## config.mk

```make
export PLATFORM = sky130hd
export DESIGN_NAME = if_fetch_unit
export DESIGN_NICKNAME = d
export VERILOG_FILES = /design/src/rtl/if_fetch_unit.sv
export SDC_FILE = /design/constraint.sdc
export NUM_CORES = 1
export LEC_CHECK = 0
export CORE_UTILIZATION = 60
export DETAILED_ROUTE_END_ITERATION = 12
export DONT_BUFFER_PORTS = 1
export PLACE_DENSITY = 0.76
export SETUP_SLACK_MARGIN = 0.2
export SLEW_MARGIN = 20
export SYNTH_ARGS = -nofsm -noshare
export SYNTH_HDL_FRONTEND = slang
export SYNTH_SLANG_ARGS = --single-unit
```

## constraint.sdc

```tcl
create_clock -name clk -period 15.2 [get_ports clk]
set_input_delay 0.76 -clock clk [delete_from_list [all_inputs] [get_ports clk]]
set_output_delay 0.76 -clock clk [all_outputs]
set_load 0.02 [all_outputs]
```

## src/rtl/if_fetch_unit.sv

```systemverilog
// RV32I instruction-fetch stage: PC, imem req/gnt/rvalid port, hold buffer, IF/ID.
// Optional macro IFU_PERF_CNT_EN adds fetch/kill performance counters.
module if_fetch_unit #(
  parameter logic [31:0] RESET_PC = 32'h0000_0000,
  parameter int unsigned PC_INC   = 4
) (
  input  logic        clk,
  input  logic        rst,
  input  logic        pc_jump,
  input  logic [31:0] pc_jump_addr,
  input  logic        stall,
  output logic        imem_req,
  output logic [31:0] imem_addr,
  input  logic        imem_gnt,
  input  logic        imem_rvalid,
  input  logic [31:0] imem_rdata,
  output logic        if_id_valid,
  output logic [31:0] if_id_pc,
  output logic [31:0] if_id_inst
`ifdef IFU_PERF_CNT_EN
  ,
  output logic [31:0] perf_fetch_cnt,
  output logic [31:0] perf_kill_cnt
`endif
);

  localparam logic [31:0] NOP     = 32'h0000_0013;
  localparam logic [31:0] PC_STEP = 32'(PC_INC);

  typedef enum logic {
    S_REQ,
    S_WAIT
  } state_t;

  state_t      state;
  state_t      state_nxt;
  logic [31:0] pc;
  logic [31:0] req_pc;
  logic        kill;
  logic        hold_valid;
  logic [31:0] hold_pc;
  logic [31:0] hold_inst;
  logic        take;
  logic        rsp;
  logic        drop;
  logic        accept;
  logic [31:0] jump_addr;

  assign imem_addr = pc;
  assign jump_addr = {pc_jump_addr[31:2], 2'b00};
  assign take      = imem_req & imem_gnt;
  assign rsp       = (state == S_WAIT) & imem_rvalid;
  assign drop      = rsp & (kill | pc_jump);
  assign accept    = rsp & ~drop;

  // FSM state register
  always_ff @(posedge clk or posedge rst) begin
    if (rst) state <= S_REQ;
    else     state <= state_nxt;
  end

  // next state and request; no new request while the hold buffer is full
  always_comb begin
    state_nxt = state;
    imem_req  = 1'b0;
    unique case (state)
      S_REQ: begin
        imem_req = ~hold_valid & ~rst;
        if (imem_req && imem_gnt) state_nxt = S_WAIT;
      end
      S_WAIT: begin
        if (imem_rvalid) state_nxt = S_REQ;
      end
      default: state_nxt = S_REQ;
    endcase
  end

  // PC advances on grant; a redirect overrides
  always_ff @(posedge clk or posedge rst) begin
    if (rst)          pc <= RESET_PC;
    else if (pc_jump) pc <= jump_addr;
    else if (take)    pc <= pc + PC_STEP;
  end

  // address of the outstanding request
  always_ff @(posedge clk or posedge rst) begin
    if (rst)       req_pc <= RESET_PC;
    else if (take) req_pc <= imem_addr;
  end

  // kill marks an in-flight response that belongs to the old path
  always_ff @(posedge clk or posedge rst) begin
    if (rst) begin
      kill <= 1'b0;
    end else if (pc_jump &&
                 (take || (state == S_WAIT && !imem_rvalid))) begin
      kill <= 1'b1;
    end else if (rsp) begin
      kill <= 1'b0;
    end
  end

  // IF/ID register and hold buffer; redirect flushes, stall parks responses
  always_ff @(posedge clk or posedge rst) begin
    if (rst) begin
      hold_valid  <= 1'b0;
      hold_pc     <= 32'h0;
      hold_inst   <= NOP;
      if_id_valid <= 1'b0;
      if_id_pc    <= 32'h0;
      if_id_inst  <= NOP;
    end else if (pc_jump) begin
      hold_valid  <= 1'b0;
      if_id_valid <= 1'b0;
      if_id_inst  <= NOP;
    end else if (stall) begin
      if (accept) begin
        hold_valid <= 1'b1;
        hold_pc    <= req_pc;
        hold_inst  <= imem_rdata;
      end
    end else if (hold_valid) begin
      if_id_valid <= 1'b1;
      if_id_pc    <= hold_pc;
      if_id_inst  <= hold_inst;
      hold_valid  <= accept;
      if (accept) begin
        hold_pc   <= req_pc;
        hold_inst <= imem_rdata;
      end
    end else if (accept) begin
      if_id_valid <= 1'b1;
      if_id_pc    <= req_pc;
      if_id_inst  <= imem_rdata;
    end else begin
      if_id_valid <= 1'b0;
    end
  end

`ifdef IFU_PERF_CNT_EN
  // count delivered and discarded responses, wrapping at 2^32
  always_ff @(posedge clk or posedge rst) begin
    if (rst) begin
      perf_fetch_cnt <= 32'h0;
      perf_kill_cnt  <= 32'h0;
    end else begin
      if (accept) perf_fetch_cnt <= perf_fetch_cnt + 32'd1;
      if (drop)   perf_kill_cnt  <= perf_kill_cnt + 32'd1;
    end
  end
`endif

endmodule

```

==> impl_metrics.tcl <==
set metrics [dict create \
    status "finished, final reports clean" \
    yosysSeqAreaShare_pct 56.71 \
    drive_above_1_share_pct 15.73 \
    fin_nets 808 \
    path_max_fanout 39 \
    synth_edf_count 0 \
    cap_violations 0 \
    tns_ns 0 \
    synth.area.top_cells "dfrtp_1 (55%), mux2_2 (8.4%), mux2i_1 (7.2%)" \
    grt_use_total_pct 27.34 \
    slew_violations 0 \
    synthFlopType "dfrtp_1" \
    clock-sinks 188 \
    wire_per_inst_um 19.95 \
    grt_pass1_vias 5900 \
    rsz0062_at_grt "no" \
    synthAdderAreaFrac_pct 0.2710 \
    synth_simple_gate_area_share_pct 14.09 \
    end_kind "register" \
    die_area_mm2 0.01432 \
    cts_hold_buf 0 \
    worst_pin_slew_ns 0.8695 \
    die_y_um 119.7 \
    antenna_found_initial 0 \
    netlist_top_cells_count "dfrtp_1 (182), nand2_1 (111), nor2_1 (76), mux2_2 (62), mux2i_1 (60)" \
    yosysWarnings 0 \
    insertedDiodeCount 0 \
    start_kind "register" \
    grt_pass1_wl_um 30210 \
    syn_to_final_growth_pct 9.351 \
    cp_slowest_cell "dfrtp_4" \
    max_slew_margin_pct 42.03 \
    io_pins 168 \
    drc_errors 0 \
    initial_core_util_pct 62.01 \
    firstDrtPassIters 6 \
    finalNonFillerCells 926 \
    crit_arrival_ns 3.43 \
    numCtsBuffers 17 \
    required_ns 15.55 \
    coreArea_mm2 0.01340 \
    reg2reg_to "imem_addr[31]$_DFFE_PP0P_" \
    gr-total-overflow 0 \
    hold_class "input port to asynchronous set/reset pin" \
    syn_avg_cell_area_um2 10.92 \
    min_period_ns 3.081 \
    cp_cell_sequence "nor4b_2 > buf_4 > nand4_1 > or4_1 > a31oi_1" \
    period_share_pct 20.27 \
    cts_root_buffer "clkbuf_16" \
    dpl.cell_count 893 \
    synth-xor-area-share_pct 0.8432 \
    cts_setup_buffers 0 \
    gp_congestion 0.7711 \
    first_iter_violations 457 \
    ctsResizeCount 0 \
    rows 42 \
    synth_cells 761 \
    htreeDepth 4 \
    ant_nets 0 \
    ys_ff_latch 188 \
    drt-total-wl_um 18470 \
    synth_compound_area_share_pct 9.110 \
    max_freq_mhz 324.5 \
    cts_tree "yes" \
    clk_latency_ns 0.43 \
    cts_buffer_depth 2 \
    die_x_um 119.7 \
    portBuffers 0 \
    synth_area_mm2 0.008309 \
    ir_worst_vdd_mv 0.08493 \
    synth_top_cell_area_share_pct 54.81 \
    r2r_slack_ns 12.12 \
    power_density_mw_per_mm2 162.0 \
    cpPeakStageDelay_ns 0.71 \
    grt_max_degree 122 \
    synth_area_leader_cell "dfrtp_1" \
    vias 5811 \
    worstSetupPathType "register to register" \
    viasPerCell 6.275 \
    clk_pin_slew_ns 0.07 \
    synth_cell_types 43 \
    finalHoldViolCount 0 \
    skew_ns 0.006411 \
    rr_startpoint "hold_valid$_DFFE_PP0P_" \
    finalSetupViolCount 0 \
    leakage_nw 3.830 \
    muxShareOfSynthArea_pct 15.63 \
    reg2regPathDepth 5 \
    synth-async-reset-ratio_pct 100.0 \
    synthMostInstantiatedCell "dfrtp_1" \
    dp_hpwl_um 11770 \
    synth_top_family_by_area "multiplexers" \
]
flip-flops by register name (all words and copies together) (netlist names):
signal	count
req_pc	30
state	1
kill	1
imem_addr	30
hold_inst	32
if_id_inst	32
hold_pc	30
if_id_pc	30
if_id_valid	1
hold_valid	1
metrics by stage:
step / utilization (%) / hold slack, ns / setup WS, ns / instance area [µm²] / power [mW]
finish: 67.81 / 0.3100 / 12.12 / 9086 / 1.472
global route: 67.81 / 0.3745 / 11.90 / 9086 / 1.545
CTS: 67.60 / 0.3738 / 11.72 / 9059 / 1.482
detailed placement: 62.78 / 0.4805 / 11.74 / 8413 / 1.001
global placement: 62.78 / 0.4775 / 11.84 / 8413 / 0.9791
floorplan: - / 0.4621 / 9.336 / 8320 / 0.9435
logic make-up (layout without fill, tap and decap cells):
logic type                 count (synthesis)  in the layout
xor gates and xnor gates                   8              8
adders and majority gates                  2              2
and+or+nand+nor                          257            257
DFF                                      188            188
AOI/OAI and AO/OA                        118            118
buffers and inverters                     65             51
other                                      1              4
muxes                                    122            122
placed cells by master, fill, tap and decap left out, drive strengths merged, types with 3 or more instances in the layout:
| cell | count |
|---|---|
| dfstp | 6 |
| o31ai | 10 |
| o211ai | 12 |
| nor2 | 76 |
| or3 | 3 |
| clkinvlp | 3 |
| or2 | 3 |
| mux2i | 60 |
| a31oi | 12 |
| or4 | 18 |
| clkbuf | 22 |
| xor2 | 6 |
| dfrtp | 182 |
| buf | 8 |
| nand3 | 17 |
| and4 | 4 |
| nand2 | 111 |
| nand4 | 13 |
| bufinv | 4 |
| inv | 9 |
| clkinv | 5 |
| conb | 4 |
| a21oi | 34 |
| o21ai | 15 |
| a211oi | 30 |
| mux2 | 62 |
layer usage:
metal,GRT usage [%],routed length [µm],vias up
met5,0,0,-
met4,11.33,354,0
met3,8.983,1613,32
met2,43.64,8973,222
met1,34.29,7532,2919
li1,-,-,2638
area by class of cell:
cell class                      count  area (µm²)
Sequential cell                   188        4716
Fill cell                         971        4314
Multi-Input combinational cell    511        3376
Clock buffer                       22       484.2
Tap cell                          176       220.2
Clock inverter                     10       161.4
Timing Repair Buffer                8       80.08
Inverter                           11       48.80
worst max-delay path, delay by kind of cell (launching register included):
family,cells,cell delay [ns]
and+or+nand+nor,3,1.64
DFF,1,0.71
AOI/OAI and AO/OA,1,0.18
buffers and inverters,1,0.45
where the power goes:
| group | internal, mW | switching (mW) | total, mW |
|---|---|---|---|
| clock network | 0.293 | 0.187 | 0.480 |
| registers | 0.638 | 0.163 | 0.801 |
| logic | 0.101 | 0.0897 | 0.191 |
worst max-delay path by stage:
| stage | start | to | cells past startpoint |
|---|---|---|---|
| 6_report | hold_valid$_DFFE_PP0P_ | imem_addr[31]$_DFFE_PP0P_ | 5 |
| 4_1_cts | hold_valid$_DFFE_PP0P_ | hold_pc[29]$_DFFE_PP0P_ | 4 |
| 3_3_place_gp | hold_valid$_DFFE_PP0P_ | hold_pc[20]$_DFFE_PP0P_ | 4 |
| 5_1_grt | hold_valid$_DFFE_PP0P_ | imem_addr[31]$_DFFE_PP0P_ | 5 |
| 2_1_floorplan | rst | hold_inst[10]$_DFFE_PP0P_ | 1 |
| 3_5_place_dp | hold_valid$_DFFE_PP0P_ | hold_pc[24]$_DFFE_PP0P_ | 4 |
Note: power is estimated with default switching activity, not from simulation.
